<file path="config.mk">
export PLATFORM = sky130hd
export DESIGN_NAME = fetch_unit
export DESIGN_NICKNAME = d
export VERILOG_FILES = /design/src/rtl/riscv_pkg.sv /design/src/rtl/fetch_fifo.sv /design/src/rtl/fetch_unit.sv
export SDC_FILE = /design/constraint.sdc
export NUM_CORES = 1
export LEC_CHECK = 0
export ABC_AREA = 1
export BUFFER_PORTS_ARGS = -buffer_cell sky130_fd_sc_hd__buf_2
export CELL_PAD_IN_SITES_DETAIL_PLACEMENT = 1
export CELL_PAD_IN_SITES_GLOBAL_PLACEMENT = 1
export CORE_MARGIN = 3
export CORE_UTILIZATION = 41
export CTS_BUF_LIST = sky130_fd_sc_hd__clkbuf_4 sky130_fd_sc_hd__clkbuf_8
export CTS_CLUSTER_DIAMETER = 80
export DETAILED_ROUTE_END_ITERATION = 12
export MAX_ROUTING_LAYER = met4
export PLACE_DENSITY_LB_ADDON = 0.1
export SKIP_CTS_REPAIR_TIMING = 1
export SLEW_MARGIN = 10
export SYNTH_ARGS = -nofsm -noshare
export SYNTH_HDL_FRONTEND = slang
export SYNTH_SLANG_ARGS = --single-unit
</file>
<file path="constraint.sdc">
create_clock -name clk -period 11.1 [get_ports clk]
set_input_delay 1.11 -clock clk [delete_from_list [all_inputs] [get_ports clk]]
set_output_delay 1.11 -clock clk [all_outputs]
set_load 0.05 [all_outputs]
</file>
<file path="src/rtl/riscv_pkg.sv">
// Shared RISC-V front-end types: datapath widths, the fetch buffer entry and
// the fetch control states.
package riscv_pkg;

  localparam int XLEN   = 32;
  localparam int INST_W = 32;

  localparam logic [INST_W-1:0] NOP = 32'h0000_0013;

  typedef struct packed {
    logic [XLEN-1:0]   pc;
    logic [INST_W-1:0] inst;
  } fetch_entry_t;

  typedef enum logic {
    ST_RUN,
    ST_DRAIN
  } fetch_state_e;

endpackage : riscv_pkg

</file>
<file path="src/rtl/fetch_fifo.sv">
// Synchronous FIFO of fetch entries with push, pop and a flush that empties the
// buffer in one cycle. DEPTH must be a power of two so the pointers wrap freely.
module fetch_fifo
  import riscv_pkg::*;
#(
  parameter int DEPTH = 4
) (
  input  logic                         clk,
  input  logic                         rst,
  input  logic                         i_push,
  input  logic                         i_pop,
  input  logic                         i_flush,
  input  fetch_entry_t                 i_data,
  output fetch_entry_t                 o_head,
  output logic                         o_empty,
  output logic [$clog2(DEPTH):0]       o_count
);

  localparam int AW = $clog2(DEPTH);
  localparam int CW = AW + 1;
  localparam logic [CW-1:0] DEPTH_C = CW'(DEPTH);

  fetch_entry_t    r_mem [DEPTH];
  logic [AW-1:0]   r_wr_ptr;
  logic [AW-1:0]   r_rd_ptr;
  logic [CW-1:0]   r_count;
  logic [CW-1:0]   w_count_next;
  logic            w_full;
  logic            w_push_ok;
  logic            w_pop_ok;

  assign o_empty   = (r_count == '0);
  assign w_full    = (r_count == DEPTH_C);
  // A full FIFO still takes a push when the head leaves in the same cycle.
  assign w_push_ok = i_push & (~w_full | i_pop);
  assign w_pop_ok  = i_pop & ~o_empty;
  assign o_head    = r_mem[r_rd_ptr];
  assign o_count   = r_count;

  // NOTE: every always_comb output gets a default first, so no path can leave it unassigned and infer a latch.
  always_comb begin
    w_count_next = r_count;
    case ({w_push_ok, w_pop_ok})
      2'b10:   w_count_next = r_count + CW'(1);
      2'b01:   w_count_next = r_count - CW'(1);
      default: w_count_next = r_count;
    endcase
  end

  // NOTE: storage has no reset; the count and pointers alone decide which slots are meaningful.
  always_ff @(posedge clk) begin
    if (w_push_ok && !i_flush) r_mem[r_wr_ptr] <= i_data;
  end

  // NOTE: sequential state uses non-blocking assignments so every flop samples pre-edge values.
  always_ff @(posedge clk or posedge rst) begin
    if (rst) begin
      r_wr_ptr <= '0;
      r_rd_ptr <= '0;
      r_count  <= '0;
    end else if (i_flush) begin
      r_wr_ptr <= '0;
      r_rd_ptr <= '0;
      r_count  <= '0;
    end else begin
      if (w_push_ok) r_wr_ptr <= r_wr_ptr + AW'(1);
      if (w_pop_ok)  r_rd_ptr <= r_rd_ptr + AW'(1);
      r_count <= w_count_next;
    end
  end

endmodule : fetch_fifo

</file>
<file path="src/rtl/fetch_unit.sv">
// Instruction fetch: in-order requests to instruction memory, buffered
// responses to decode, and redirect handling that discards wrong-path words.
module fetch_unit
  import riscv_pkg::*;
#(
  parameter logic [XLEN-1:0] RESET_PC   = 32'h0000_0000,
  parameter int              FIFO_DEPTH = 4
) (
  input  logic              clk,
  input  logic              reset,
  input  logic              fetch_en,
  output logic              imem_req_valid,
  input  logic              imem_req_ready,
  output logic [XLEN-1:0]   imem_addr,
  input  logic              imem_rsp_valid,
  input  logic [INST_W-1:0] imem_rsp_data,
  input  logic              redirect_valid,
  input  logic [XLEN-1:0]   redirect_pc,
  output logic              id_valid,
  input  logic              id_ready,
  output logic [INST_W-1:0] id_inst,
  output logic [XLEN-1:0]   id_pc
);

  localparam int CW = $clog2(FIFO_DEPTH) + 1;
  localparam logic [CW:0] DEPTH_C = (CW + 1)'(FIFO_DEPTH);

  logic [XLEN-1:0] r_pc;
  logic [XLEN-1:0] r_rsp_pc;
  logic [CW-1:0]   r_outstanding;
  logic [CW-1:0]   r_drop_cnt;
  fetch_state_e    r_state;

  logic [XLEN-1:0] w_target;
  logic [CW-1:0]   w_fifo_count;
  logic [CW-1:0]   w_outstanding_next;
  logic [CW-1:0]   w_drop_cnt_next;
  logic [CW:0]     w_in_use;
  fetch_state_e    w_state_next;
  logic            w_accept;
  logic            w_drop;
  logic            w_push;
  logic            w_pop;
  logic            w_empty;
  fetch_entry_t    w_push_entry;
  fetch_entry_t    w_head;

  assign w_target = redirect_pc & ~32'h0000_0003;

  // Requests in flight plus buffered words never exceed the buffer size, so
  // every response is guaranteed a slot.
  assign w_in_use       = {1'b0, r_outstanding} + {1'b0, w_fifo_count};
  assign imem_req_valid = ~reset & fetch_en & ~redirect_valid & (w_in_use < DEPTH_C);
  assign imem_addr      = r_pc;
  assign w_accept       = imem_req_valid & imem_req_ready;

  assign w_drop       = imem_rsp_valid & (r_state == ST_DRAIN);
  assign w_push       = imem_rsp_valid & ~w_drop & ~redirect_valid;
  assign w_pop        = ~w_empty & id_ready & ~redirect_valid;
  assign w_push_entry = '{pc: r_rsp_pc, inst: imem_rsp_data};

  assign w_outstanding_next = r_outstanding + CW'(w_accept) - CW'(imem_rsp_valid);

  always_comb begin
    w_drop_cnt_next = r_drop_cnt;
    if (redirect_valid)  w_drop_cnt_next = w_outstanding_next;
    else if (w_drop)     w_drop_cnt_next = r_drop_cnt - CW'(1);
    w_state_next = (w_drop_cnt_next != '0) ? ST_DRAIN : ST_RUN;
  end

  always_ff @(posedge clk or posedge reset) begin
    if (reset) r_state <= ST_RUN;
    else       r_state <= w_state_next;
  end

  always_ff @(posedge clk or posedge reset) begin
    if (reset) begin
      r_pc          <= RESET_PC;
      r_rsp_pc      <= RESET_PC;
      r_outstanding <= '0;
      r_drop_cnt    <= '0;
    end else begin
      if (redirect_valid) begin
        r_pc     <= w_target;
        r_rsp_pc <= w_target;
      end else begin
        if (w_accept) r_pc     <= r_pc + 32'd4;
        if (w_push)   r_rsp_pc <= r_rsp_pc + 32'd4;
      end
      r_outstanding <= w_outstanding_next;
      r_drop_cnt    <= w_drop_cnt_next;
    end
  end

  fetch_fifo #(
    .DEPTH(FIFO_DEPTH)
  ) u_fifo (
    .clk    (clk),
    .rst    (reset),
    .i_push (w_push),
    .i_pop  (w_pop),
    .i_flush(redirect_valid),
    .i_data (w_push_entry),
    .o_head (w_head),
    .o_empty(w_empty),
    .o_count(w_fifo_count)
  );

  assign id_valid = ~w_empty;
  assign id_inst  = w_head.inst;
  assign id_pc    = w_head.pc;

endmodule : fetch_unit

</file>
# [Word-level counts from Yosys, hierarchy flattened]
# Memories as Yosys holds them, arrays and structs flattened.
# Index checks and enable logic that the tools add are counted.
# W data, S select, Z words.
[classes] bitwise_logic=17 n_mux=15 addsub=10 eq_ne=3 order_cmp=1 reduce_logical=9
[ops] cell="$mux W32" count=4
[ops] cell="$add A32 B3 Y32 const B" count=2
[ops] cell="$and A1 B1 Y1" count=11
[ops] cell="$mux W3" count=3
[ops] cell="$mux W2" count=4
[ops] cell="$reduce_bool A2 Y1" count=4
[ops] cell="$pmux W3 S2" count=1
[ops] cell="$reduce_bool A3 Y1" count=2
[ops] cell="$sub A3 B1 Y3 const B" count=2
[ops] cell="$not A1 Y1" count=5
[ops] cell="$add A2 B1 Y2 const B" count=2
[ops] cell="$add A3 B3 Y4" count=1
[ops] cell="$lt A4 B3 Y1 const B" count=1
[ops] cell="$add A3 B1 Y3" count=1
[ops] cell="$add A3 B1 Y3 const B" count=1
[ops] cell="$eq A3 B3 Y1 const B" count=1
[ops] cell="$logic_not A3 Y1" count=1
[ops] cell="$mux W1" count=3
[ops] cell="$sub A3 B1 Y3" count=1
[ops] cell="$eq A2 B1 Y1 const B" count=1
[ops] cell="$eq A2 B2 Y1 const B" count=1
[ops] cell="$logic_and A1 B1 Y1" count=1
[ops] cell="$logic_not A1 Y1" count=1
[ops] cell="$or A1 B1 Y1" count=1
[totals] regBits=78 input_bits=71 word_cells=64 output_inout_bits=98 ramBits=256 mem_count=1
[memory_table] name="u_fifo.r_mem" depth=4 width=64 rd=1 rd_ports_with_merged_regs=0 wr=1 line="fetch_fifo.sv:23" rtl="fetch_entry_t r_mem [DEPTH];"

# [Depth between registers and ports, before layout]
# Gate-level depths: netlist of run 1.
[logic_depth] depth_word=10 ltp_mapped=14 mapped_depth_nobuf=13

# [Hierarchy]
# A second synthesis of run 1 with hierarchy kept.
[unflattened] hier_cells=1416 area_unflattened_um2=14767.9
[modules_own_cells] mod="fetch_fifo" instances=1 seq_area_each_um2=7862.5 area_per_inst_um2=9988.3 cells_each=686
[modules_own_cells] mod="fetch_unit" instances=1 seq_area_each_um2=1676.6 area_per_inst_um2=4779.6 cells_each=730

# [Worst setup path before layout of run 1]
# Ideal clock, no wire load.
[synth_path] kind="input to register" from="input redirect_valid" to="memory u_fifo.r_mem[0][0] (netlist bit), enable pin" required_time_ns=10.618 setup_time_ns=0.482 stages=6 t_arrival_ns=4.285 path_buffers=1 path_slack_ns=6.333 path_cell_list="buf_4 inv_4 nand3_1 nand4_1 nand2_1 nor2_1"
[synth_via] elab_chain_cells=7 elab_cells_between_ends=9 classes_between="mux (2); bitwise (5); reduce/logical (2)"
[synth_lines] item="start: declaration" line="fetch_unit.sv:17" rtl="input logic redirect_valid,"
[synth_lines] item="$not A1 Y1" line="fetch_unit.sv:58, fetch_unit.sv:59"
[synth_lines] item="$and A1 B1 Y1" line="fetch_unit.sv:59" rtl="assign w_pop = ~w_empty & id_ready & ~redirect_valid;"
[synth_lines] item="$or A1 B1 Y1" line="fetch_fifo.sv:35" rtl="assign w_push_ok = i_push & (~w_full | i_pop);"
[synth_lines] item="$and A1 B1 Y1" line="fetch_fifo.sv:35"
[synth_lines] item="$logic_and A1 B1 Y1 *" line="fetch_fifo.sv:52" rtl="if (w_push_ok && !i_flush) r_mem[r_wr_ptr] <= i_data;"
[synth_lines] item="$mux W1 *" line="fetch_fifo.sv:52"
[synth_lines] item="$mux W1 (implied by the code) *" line="fetch_fifo.sv:52"
[synth_lines] item="end: declaration" line="fetch_fifo.sv:23"
# Mark *: on every way between the ends. The rest lies on a longest branch, timed or not.

# [Worst setup path in the final report of run 1]
[layout_path] from="register u_fifo.r_rd_ptr[0]" to="output id_pc[29]"
[layout_via] elab_chain_cells=1
[layout_lines] item="start: declaration" line="fetch_fifo.sv:25" rtl="logic [AW-1:0] r_rd_ptr;"
[layout_lines] item="start signal: assignment" line="fetch_fifo.sv:67" rtl="if (w_pop_ok) r_rd_ptr <= r_rd_ptr + AW'(1);"
[layout_lines] item="$mem_v2 Z4 W64"
[layout_lines] item="end: declaration" line="fetch_unit.sv:22" rtl="output logic [XLEN-1:0] id_pc"
# No other way between the ends.

==> impl_metrics.env, run 1 <==
export IMPL_io_buffers=162
export IMPL_fmaxAchievable_mhz=221
export IMPL_dpl_instance_area_um2=15600
export IMPL_synthFlopType="edfxtp_1"
export IMPL_worst_pin_slew_ps=1110
export IMPL_die_h_um=193
export IMPL_fin_worst_skew_ps=18.1
export IMPL_finalWirelength_um=40000
export IMPL_rsz0062_at_grt="false"
export IMPL_peakVddDrop_uv=111
export IMPL_dr_pass1_iters=5
export IMPL_cts_sinks=322
export IMPL_cts_buffers=55
export IMPL_core_um2=34000
export IMPL_die_w_um=193
export IMPL_worstSkewPairLatency_ps=590
export IMPL_htreeDepth=2
export IMPL_finalHoldViolCount=0
export IMPL_fin_crit_sh_pct=40.9
export IMPL_nFillCells=3890
export IMPL_ant_nets=0
export IMPL_status="finished, final reports clean"
export IMPL_synth_seq_area_share_pct=64.6
export IMPL_cpPeakStageDelay_ps=820
export IMPL_grt_ovfl_total=0
export IMPL_viasPerCell=5.26
export IMPL_worstSetupPathType="reg -> out"
export IMPL_grt_max_degree=95
export IMPL_start_kind="flop"
export IMPL_regArea_um2=9300
export IMPL_cp_max_fo=94
export IMPL_p_sw_uw=1320
export IMPL_clk_path_buf_depth=3
export IMPL_min_path_type="reg -> reg"
export IMPL_synth_avg_cell_area_um2=10.1
export IMPL_antenna_found_initial=0
export IMPL_ys_warn_count=0
export IMPL_num_rows=67
export IMPL_initial_core_util_pct=42.3
export IMPL_grt_pass1_vias=11679
export IMPL_syn2layout_area_growth_pct=15.9
export IMPL_pwr_share_comb_pct=27.0
export IMPL_fin_area_um2=16700
export IMPL_fin_nets=1674
export IMPL_async_flop_share_pct=23.0
export IMPL_cts_tree="built"
export IMPL_drc=0
export IMPL_final_common_cell="nand2_1"
export IMPL_crit_path_top_delay_cell="buf_4"
export IMPL_syn_inst=1420
export IMPL_fin_setup_tns_ps=0
export IMPL_synth_edf_count=248
export IMPL_gp_congestion=0.861
export IMPL_ys_types=37
export IMPL_die_area_um2=37400
export IMPL_grt_util_all_layers_pct=21.8
export IMPL_switching_share_pct=37.5
export IMPL_synth_seq_cells=322
export IMPL_cts_clk_slew_worst_paths_ps=60
export IMPL_regToRegSetupSlack_ps=7590
export IMPL_mostFrequentLayoutCells="nand2_1 (309), edfxtp_1 (248), nor2_1 (224)"
export IMPL_synthesis_area_um2=14400
export IMPL_clockPowerShare_pct=30.3
export IMPL_clockRootBuffer="clkbuf_8"
export IMPL_setup_viol=0
export IMPL_drive_gt1_share_pct=18.6
export IMPL_num_vias=10953
export IMPL_ios=169
export IMPL_multiInputGateArea_um2=4490
export IMPL_setup_worst_path_end_class="output pin"
export IMPL_slew_viol_final=0
export IMPL_intPower_uw=2190
export IMPL_grt_pass1_wl_um=63500
export IMPL_p_leak_uw=0.00653
export IMPL_dpl_hpwl_um=25900
export IMPL_powerDensity_nw_per_um2=210
export IMPL_slew_headroom_pct=25.9
export IMPL_maxCapViolCount=0
export IMPL_min_period_ps=4530
export IMPL_required_ps=9990
export IMPL_drt_iter0_drc=507
export IMPL_p_seq_share_pct=42.7
export IMPL_wire_per_inst_um=19.2
export IMPL_worstPathArrival_ps=3420
export IMPL_cp_cell_sequence="clkinv_2 -> buf_4 -> o21ai_0 -> o22ai_1 -> buf_2"
==> state kept, by name, indices dropped and copies added, names as in the netlist <==
register / flops
u_fifo.r_mem: 248
r_rsp_pc: 30
r_outstanding: 3
r_state: 1
r_drop_cnt: 3
u_fifo.r_wr_ptr: 2
imem_addr: 30
u_fifo.o_count: 3
u_fifo.r_rd_ptr: 2
==> worst paths after layout <==
| check | from | to | cells past startpoint |
|---|---|---|---|
| max in group asynchronous | reset | imem_addr[20] | 3 |
| setup reg to reg | r_state | u_fifo.r_mem[3][26] | 6 |
| hold / removal | r_outstanding[0] | r_outstanding[0] | 1 |
| min in group asynchronous | reset | r_rsp_pc[3] | 2 |
| setup / recovery | u_fifo.r_rd_ptr[0] | id_pc[29] | 5 |
| hold reg to reg | r_outstanding[0] | r_outstanding[0] | 1 |
==> final cells by class <==
type                       instances  area share, %
antenna                            3         0.0450
tap                              448           3.36
inverter                          93           2.11
multi-input combinational        947           26.9
clock buffer                      73           5.53
sequential                       322           55.7
clock inverter                    25           1.03
timing repair buffer             171           5.26
==> Yosys cell counts (3+ instances only) <==
| master | n | share of area, % |
|---|---|---|
| nor2_1 | 228 | 5.9 |
| nand3b_1 | 3 | 0.16 |
| buf_4 | 10 | 0.52 |
| nand2_1 | 309 | 8.1 |
| nor3_1 | 3 | 0.10 |
| or2_2 | 3 | 0.13 |
| inv_1 | 85 | 2.2 |
| a21oi_1 | 10 | 0.35 |
| inv_2 | 5 | 0.13 |
| o22ai_1 | 62 | 2.7 |
| o21ai_0 | 146 | 5.1 |
| ha_1 | 11 | 0.96 |
| clkbuf_1 | 34 | 0.89 |
| nand4_1 | 5 | 0.22 |
| o211ai_1 | 14 | 0.73 |
| nand3_1 | 96 | 3.3 |
| nand2_2 | 8 | 0.35 |
| nor2_4 | 9 | 0.70 |
| edfxtp_1 | 248 | 52 |
| dfrtp_1 | 74 | 13 |
| xor2_1 | 13 | 0.79 |
| nor2_2 | 10 | 0.43 |
| buf_2 | 16 | 0.56 |
==> critical path: cells and delay by family, from the launching register on <==
family,cells,cell delay [ps]
DFF,1,700
buffers and inverters,3,1560
AOI/OAI and AO/OA,2,460
==> routing by layer <==
metal	share of wire [%]	up-vias	global-route usage, %
li1	-	5202	-
met1	45	5461	27.6
met4	2.0	0	5.44
met2	49	223	37.2
met5	0	-	-
met3	4.0	67	3.22
==> power groups by stage <==
stage	combinational, uW	clock [uW]	sequential [uW]
finish	949	1060	1500
detailed placement	960	0	1520
CTS	962	1090	1500
floorplan	677	0	1520
global placement	939	0	1510
global route	1030	1150	1510
==> logic make-up (layout without fill, tap and decap cells) <==
group / count (synthesis) / after routing / share of synthesized area, %
AO/OA/AOI/OAI: 240 / 240 / 9.24
XOR/XNOR: 14 / 14 / 0.852
adder cells (fa/ha/maj): 13 / 13 / 1.23
buffers and inverters: 154 / 362 / 4.48
flip-flops: 322 / 322 / 64.6
other: 1 / 7 / 0.0260
AND/OR/NAND/NOR: 676 / 676 / 19.6
==> metrics by stage <==
stage | utilization, % | setup slack [ps] | instances | power, uW | hold slack, ps
6_report | 49.0 | 6570 | 2082 | 3510 | 546
5_1_grt | 49.0 | 6360 | 2079 | 3690 | 579
4_1_cts | 49.0 | 6540 | 2079 | 3550 | 552
3_5_place_dp | 45.8 | 6590 | 1981 | 2480 | 538
3_3_place_gp | 45.8 | 6690 | 1981 | 2450 | 533
2_1_floorplan | - | 6330 | 1423 | 2200 | 496
(Power assumes the default switching activity.)
==> run 2, diff against run 1 <==
==> constraint.sdc (replaced) <==
create_clock -name clk -period 4.3 [get_ports clk]
set_input_delay 0.43 -clock clk [delete_from_list [all_inputs] [get_ports clk]]
set_output_delay 0.43 -clock clk [all_outputs]
set_load 0.05 [all_outputs]
==> run 2 against run 1 <==
Worst hold slack worse by 480 ps; clock skew increased by 3.0 ps; utilization is 0.18 points higher; first-iteration DRC count rose by 13%; combinational power grew to 2.6 times the previous value; clock power rose to 2.5 times the previous value; design area grew 0.37%; critical path type is now reg -> reg.
==> impl_metrics.env, run 2 (synthesis results as in run 1) <==
export IMPL_dr_pass1_iters=5
export IMPL_crit_end="r_state"
export IMPL_wl_met3_um=1590
export IMPL_cts_buffers=53
export IMPL_r2r_end="r_state"
export IMPL_ios=169
export IMPL_core_um2=34000
export IMPL_post_place_ws_ps=1160
export IMPL_htreeDepth=2
export IMPL_finalHoldViolCount=0
export IMPL_regToRegSetupSlack_ps=1190
export IMPL_worstSkewPairLatency_ps=590
export IMPL_power_uw=9000
export IMPL_status="finished, final reports clean"
export IMPL_regArea_um2=9300
export IMPL_powerDensity_nw_per_um2=537
export IMPL_layout_setup_ws_ps=1190
export IMPL_final_cells=2082
export IMPL_die_h_um=193
export IMPL_final_common_cell="nand2_1"
export IMPL_reg2reg_depth=13
export IMPL_required_ps=4750
export IMPL_initial_core_util_pct=42.3
export IMPL_gp_congestion=0.850
export IMPL_viasPerCell=5.23
export IMPL_worst_pin_slew_ps=769
export IMPL_cts_sinks=322
export IMPL_grt_util_all_layers_pct=21.6
export IMPL_drc=0
export IMPL_slew_viol_final=0
export IMPL_grt_ovfl_total=0
export IMPL_antenna_found_initial=0
export IMPL_ant_nets=0
export IMPL_peakVddDrop_uv=292
export IMPL_cp_max_fo=13
export IMPL_rsz0062_at_grt="false"
export IMPL_worstPathArrival_ps=3560
export IMPL_n_antenna_cell=0
export IMPL_setup_worst_path_end_class="flop"
export IMPL_met2WireLength_um=19300
export IMPL_clockRootBuffer="clkbuf_8"
export IMPL_syn2layout_area_growth_pct=16.4
export IMPL_drive_gt1_share_pct=18.7
export IMPL_nFillCells=3868
export IMPL_worstSetupPathType="reg -> reg"
export IMPL_min_period_ps=3110
export IMPL_clk_path_buf_depth=3
export IMPL_cts_tree="built"
export IMPL_cpPeakStageDelay_ps=500
export IMPL_grt_pass1_wl_um=63100
export IMPL_fin_crit_sh_pct=72.3
export IMPL_dp_cells=1985
export IMPL_p_leak_uw=0.00656
export IMPL_start_kind="flop"
export IMPL_wl_met1_um=17900
export IMPL_critPathLaunch="u_fifo.o_count[2]"
export IMPL_slew_headroom_pct=48.7
export IMPL_fin_nets=1677
export IMPL_maxCapViolCount=0
export IMPL_min_path_type="in -> reg"
export IMPL_largest_register="u_fifo.r_mem"
export IMPL_mostFrequentLayoutCells="nand2_1 (309), edfxtp_1 (248), nor2_1 (224)"
export IMPL_grt_pass1_vias=11577
export IMPL_drt_iter0_drc=574
export IMPL_fin_setup_tns_ps=0
export IMPL_num_vias=10885
export IMPL_r2r_start="u_fifo.o_count[2]"
export IMPL_num_rows=67
export IMPL_fin_worst_skew_ps=21.0
export IMPL_cp_cell_sequence="ha_1 -> nor2_1 -> nand3b_1 -> nor2_1 -> nand2_1 -> ha_1 -> inv_1 -> ha_1 -> inv_1 -> fa_1 -> o21ai_0 -> nor2_1 -> nand3_1"
export IMPL_cts_clk_slew_worst_paths_ps=60
export IMPL_setup_viol=0
export IMPL_largest_register_ffs=248
export IMPL_wire_per_inst_um=19.1
export IMPL_die_area_um2=37400
export IMPL_fmaxAchievable_mhz=322
export IMPL_final_util_pct=49.2
export IMPL_grt_max_degree=117
export IMPL_die_w_um=193
export IMPL_io_buffers=162
export IMPL_top_layer_used="met4"
export IMPL_multiInputGateArea_um2=4490
export IMPL_crit_path_top_delay_cell="fa_1"
export IMPL_finalWirelength_um=39700
export IMPL_dpl_hpwl_um=25600
## run 2: changes by cell type in the layout (fill, tap and decap cells not counted)
cell | previous run | this run
clkbuf_4 | 13 | 23
inv_8 | 1 | 0
clkinv_8 | 0 | 2
clkinvlp_4 | 2 | 1
clkinv_2 | 10 | 5
buf_4 | 9 | 8
clkbuf_8 | 60 | 53
diode_2 | 3 | 0
dlygate4sd3_1 | 0 | 1
buf_12 | 0 | 5
## run 2: critical path: cells and delay by family (launching register included)
kind                     cells  cell delay, ps
adder cells (fa/ha/maj)      4            1360
AND/OR/NAND/NOR              6             950
flip-flops                   1             440
AO/OA/AOI/OAI                1             130
buffers and inverters        2             100
## run 2: stage by stage
step / hold slack, ps / instance area [um^2]
finish: 66.5 / 16800
global route: 30.5 / 16800
CTS: -62.8 / 16700
detailed placement: 550 / 15700
global placement: 536 / 15700
floorplan: 496 / 14400
## run 2: power by group
group          switching, uW  internal [uW]
logic                   1930            580
clock network           1200           1470
registers                243           3570
total                   3380           5620
## run 2: cell type report
type                            count  share of cell area [%]
Tap cell                          448                    3.35
Sequential cell                   322                    55.5
Multi-Input combinational cell    947                    26.8
Clock buffer                       76                    5.38
Clock inverter                     20                   0.963
Inverter                           93                    2.11
Timing Repair Buffer              176                    5.85
## run 2: worst min path at each step
stage                            startpoint                   to  slack (ps)  depth (start not counted)
final                     imem_rsp_data[24]  u_fifo.r_mem[0][24]          70                          1
after global routing      imem_rsp_data[30]  u_fifo.r_mem[1][30]          30                          1
after CTS                             reset        imem_addr[19]         -60                          2
after detailed placement   r_outstanding[0]     r_outstanding[0]         550                          1
after global placement     r_outstanding[0]     r_outstanding[0]         540                          1
after floorplan                r_rsp_pc[31]  u_fifo.r_mem[0][63]         500                          0
## run 2: routing by layer
layer / track usage (%) / vias up
li1: - / 5204
met1: 27.7 / 5377
met2: 36.4 / 237
met3: 3.11 / 67
met4: 5.33 / 0
met5: - / -
==> run 3, diff against run 2 <==
==> constraint.sdc (replaced) <==
create_clock -name clk -period 3 [get_ports clk]
set_input_delay 0.3 -clock clk [delete_from_list [all_inputs] [get_ports clk]]
set_output_delay 0.3 -clock clk [all_outputs]
set_load 0.05 [all_outputs]
==> run 3 against run 2 <==
The flow now finishes with violations (negative hold slack); worst hold slack worse by 68 ps; clock power up 48%; non-clock buffer count up 46; critical endpoint is now id_inst[8]; cell count up 2.4%; routed wire length up 2.1%; critical path depth down 8.
==> impl_metrics.env, run 3 (synthesis results as in run 1) <==
export IMPL_status="complete, but fails checks"
export IMPL_failed_checks="negative hold slack"
export IMPL_wire_per_inst_um=19.0
export IMPL_start_kind="flop"
export IMPL_clk_path_buf_depth=3
export IMPL_drc=0
export IMPL_drive_gt1_share_pct=19.2
export IMPL_powerDensity_nw_per_um2=759
export IMPL_worstSetupPathType="reg -> out"
export IMPL_reg2reg_depth=13
export IMPL_power_uw=13200
export IMPL_largest_register="u_fifo.r_mem"
export IMPL_regToRegSetupSlack_ps=380
export IMPL_mostFrequentLayoutCells="nand2_1 (309), edfxtp_1 (248), nor2_1 (223)"
export IMPL_syn2layout_area_growth_pct=20.4
export IMPL_antenna_found_initial=0
export IMPL_setup_viol=0
export IMPL_rsz0062_at_grt="false"
export IMPL_cts_sinks=322
export IMPL_min_path_type="in -> reg"
export IMPL_htreeDepth=2
export IMPL_drt_iter0_drc=547
export IMPL_fin_nets=1724
export IMPL_final_common_cell="nand2_1"
export IMPL_dpl_hpwl_um=26900
export IMPL_final_cells=2131
export IMPL_pwr_share_comb_pct=28.2
export IMPL_grt_ovfl_total=0
export IMPL_dr_pass1_iters=5
export IMPL_nFillCells=3828
export IMPL_cts_clk_slew_worst_paths_ps=60
export IMPL_core_um2=34000
export IMPL_worst_pin_slew_ps=728
export IMPL_die_w_um=193
export IMPL_gp_congestion=0.863
export IMPL_cts_tree="built"
export IMPL_setup_worst_path_end_class="output pin"
export IMPL_peakVddDrop_uv=387
export IMPL_worstSkewPairLatency_ps=590
export IMPL_maxCapViolCount=0
export IMPL_r2r_start="u_fifo.o_count[2]"
export IMPL_largest_register_ffs=248
export IMPL_fmaxAchievable_mhz=360
export IMPL_grt_pass1_vias=11778
export IMPL_fin_crit_sh_pct=92.6
export IMPL_crit_end="id_inst[8]"
export IMPL_finalHoldViolCount=1
export IMPL_dp_cells=1995
export IMPL_finalWirelength_um=40600
export IMPL_required_ps=2700
export IMPL_grt_max_degree=126
export IMPL_slew_viol_final=0
export IMPL_critPathLaunch="u_fifo.r_rd_ptr[0]"
export IMPL_whs_ps=-1.84
export IMPL_ios=169
export IMPL_min_period_ps=2780
export IMPL_grt_pass1_wl_um=63800
export IMPL_die_area_um2=37400
export IMPL_p_sw_uw=4900
export IMPL_worstPathArrival_ps=2480
export IMPL_r2r_end="r_state"
export IMPL_cts_buffers=54
export IMPL_slew_headroom_pct=51.5
export IMPL_dpl_instance_area_um2=15800
export IMPL_ant_nets=0
export IMPL_p_seq_share_pct=41.6
export IMPL_num_vias=11038
export IMPL_p_leak_uw=0.00681
export IMPL_fin_area_um2=17300
export IMPL_n_antenna_cell=0
export IMPL_io_buffers=162
export IMPL_cp_max_fo=52
export IMPL_initial_core_util_pct=42.3
export IMPL_num_rows=67
export IMPL_viasPerCell=5.18
export IMPL_fin_worst_skew_ps=20.7
export IMPL_switching_share_pct=37.3
export IMPL_die_h_um=193
export IMPL_intPower_uw=8250
export IMPL_clockRootBuffer="clkbuf_8"
export IMPL_grt_util_all_layers_pct=21.7
export IMPL_clockPowerShare_pct=30.2
==> run 3: critical path, stage by stage (launching register included) <==
cell      delay (ps)
dfrtp_4          430
clkinv_2         410
buf_12           370
o21ai_0          280
o22ai_1          150
buf_2            240
==> run 3: power groups by stage <==
stage	logic [uW]	clock network, uW	registers, uW
floorplan	2510	0	5630
CTS	3710	4080	5470
detailed placement	3700	0	5560
global placement	3610	0	5540
finish	3710	3970	5470
global route	4040	4290	5520
==> run 3: layer usage <==
metal  GRT usage, %  part of all wire (%)  wire length (um)
met1           27.6                    45             18200
met2           36.6                    49             19800
met3           3.11                   3.6              1470
met4           6.03                   2.5              1010
met5              -                     0                 0
==> run 3: layout make-up <==
type                       count  area [um^2]  area share, %
multi-input combinational    947         4500           26.0
clock inverter                13          106          0.614
inverter                      93          353           2.04
tap                          448          561           3.23
clock buffer                  86         1010           5.85
sequential                   322         9300           53.7
timing repair buffer         222         1490           8.61
==> run 3: metrics by stage <==
step	setup TNS, ps	hold slack, ps	utilization (%)	worst slack, ps
global placement	0	359	46.5	451
detailed placement	0	382	46.5	376
floorplan	-107800	399	-	-435
CTS	0	-265	49.8	164
finish	0	-1.84	50.9	223
global route	0	0.977	50.9	127
==> run 3: how the worst min path moves through the flow <==
stage,from,depth (start not counted),to
floorplan,imem_rsp_data[0],0,u_fifo.r_mem[0][0]
finish,redirect_pc[30],3,r_rsp_pc[30]
global route,redirect_pc[30],3,r_rsp_pc[30]
detailed placement,reset,2,u_fifo.o_count[0]
global placement,reset,2,u_fifo.o_count[0]
CTS,reset,2,r_rsp_pc[22]
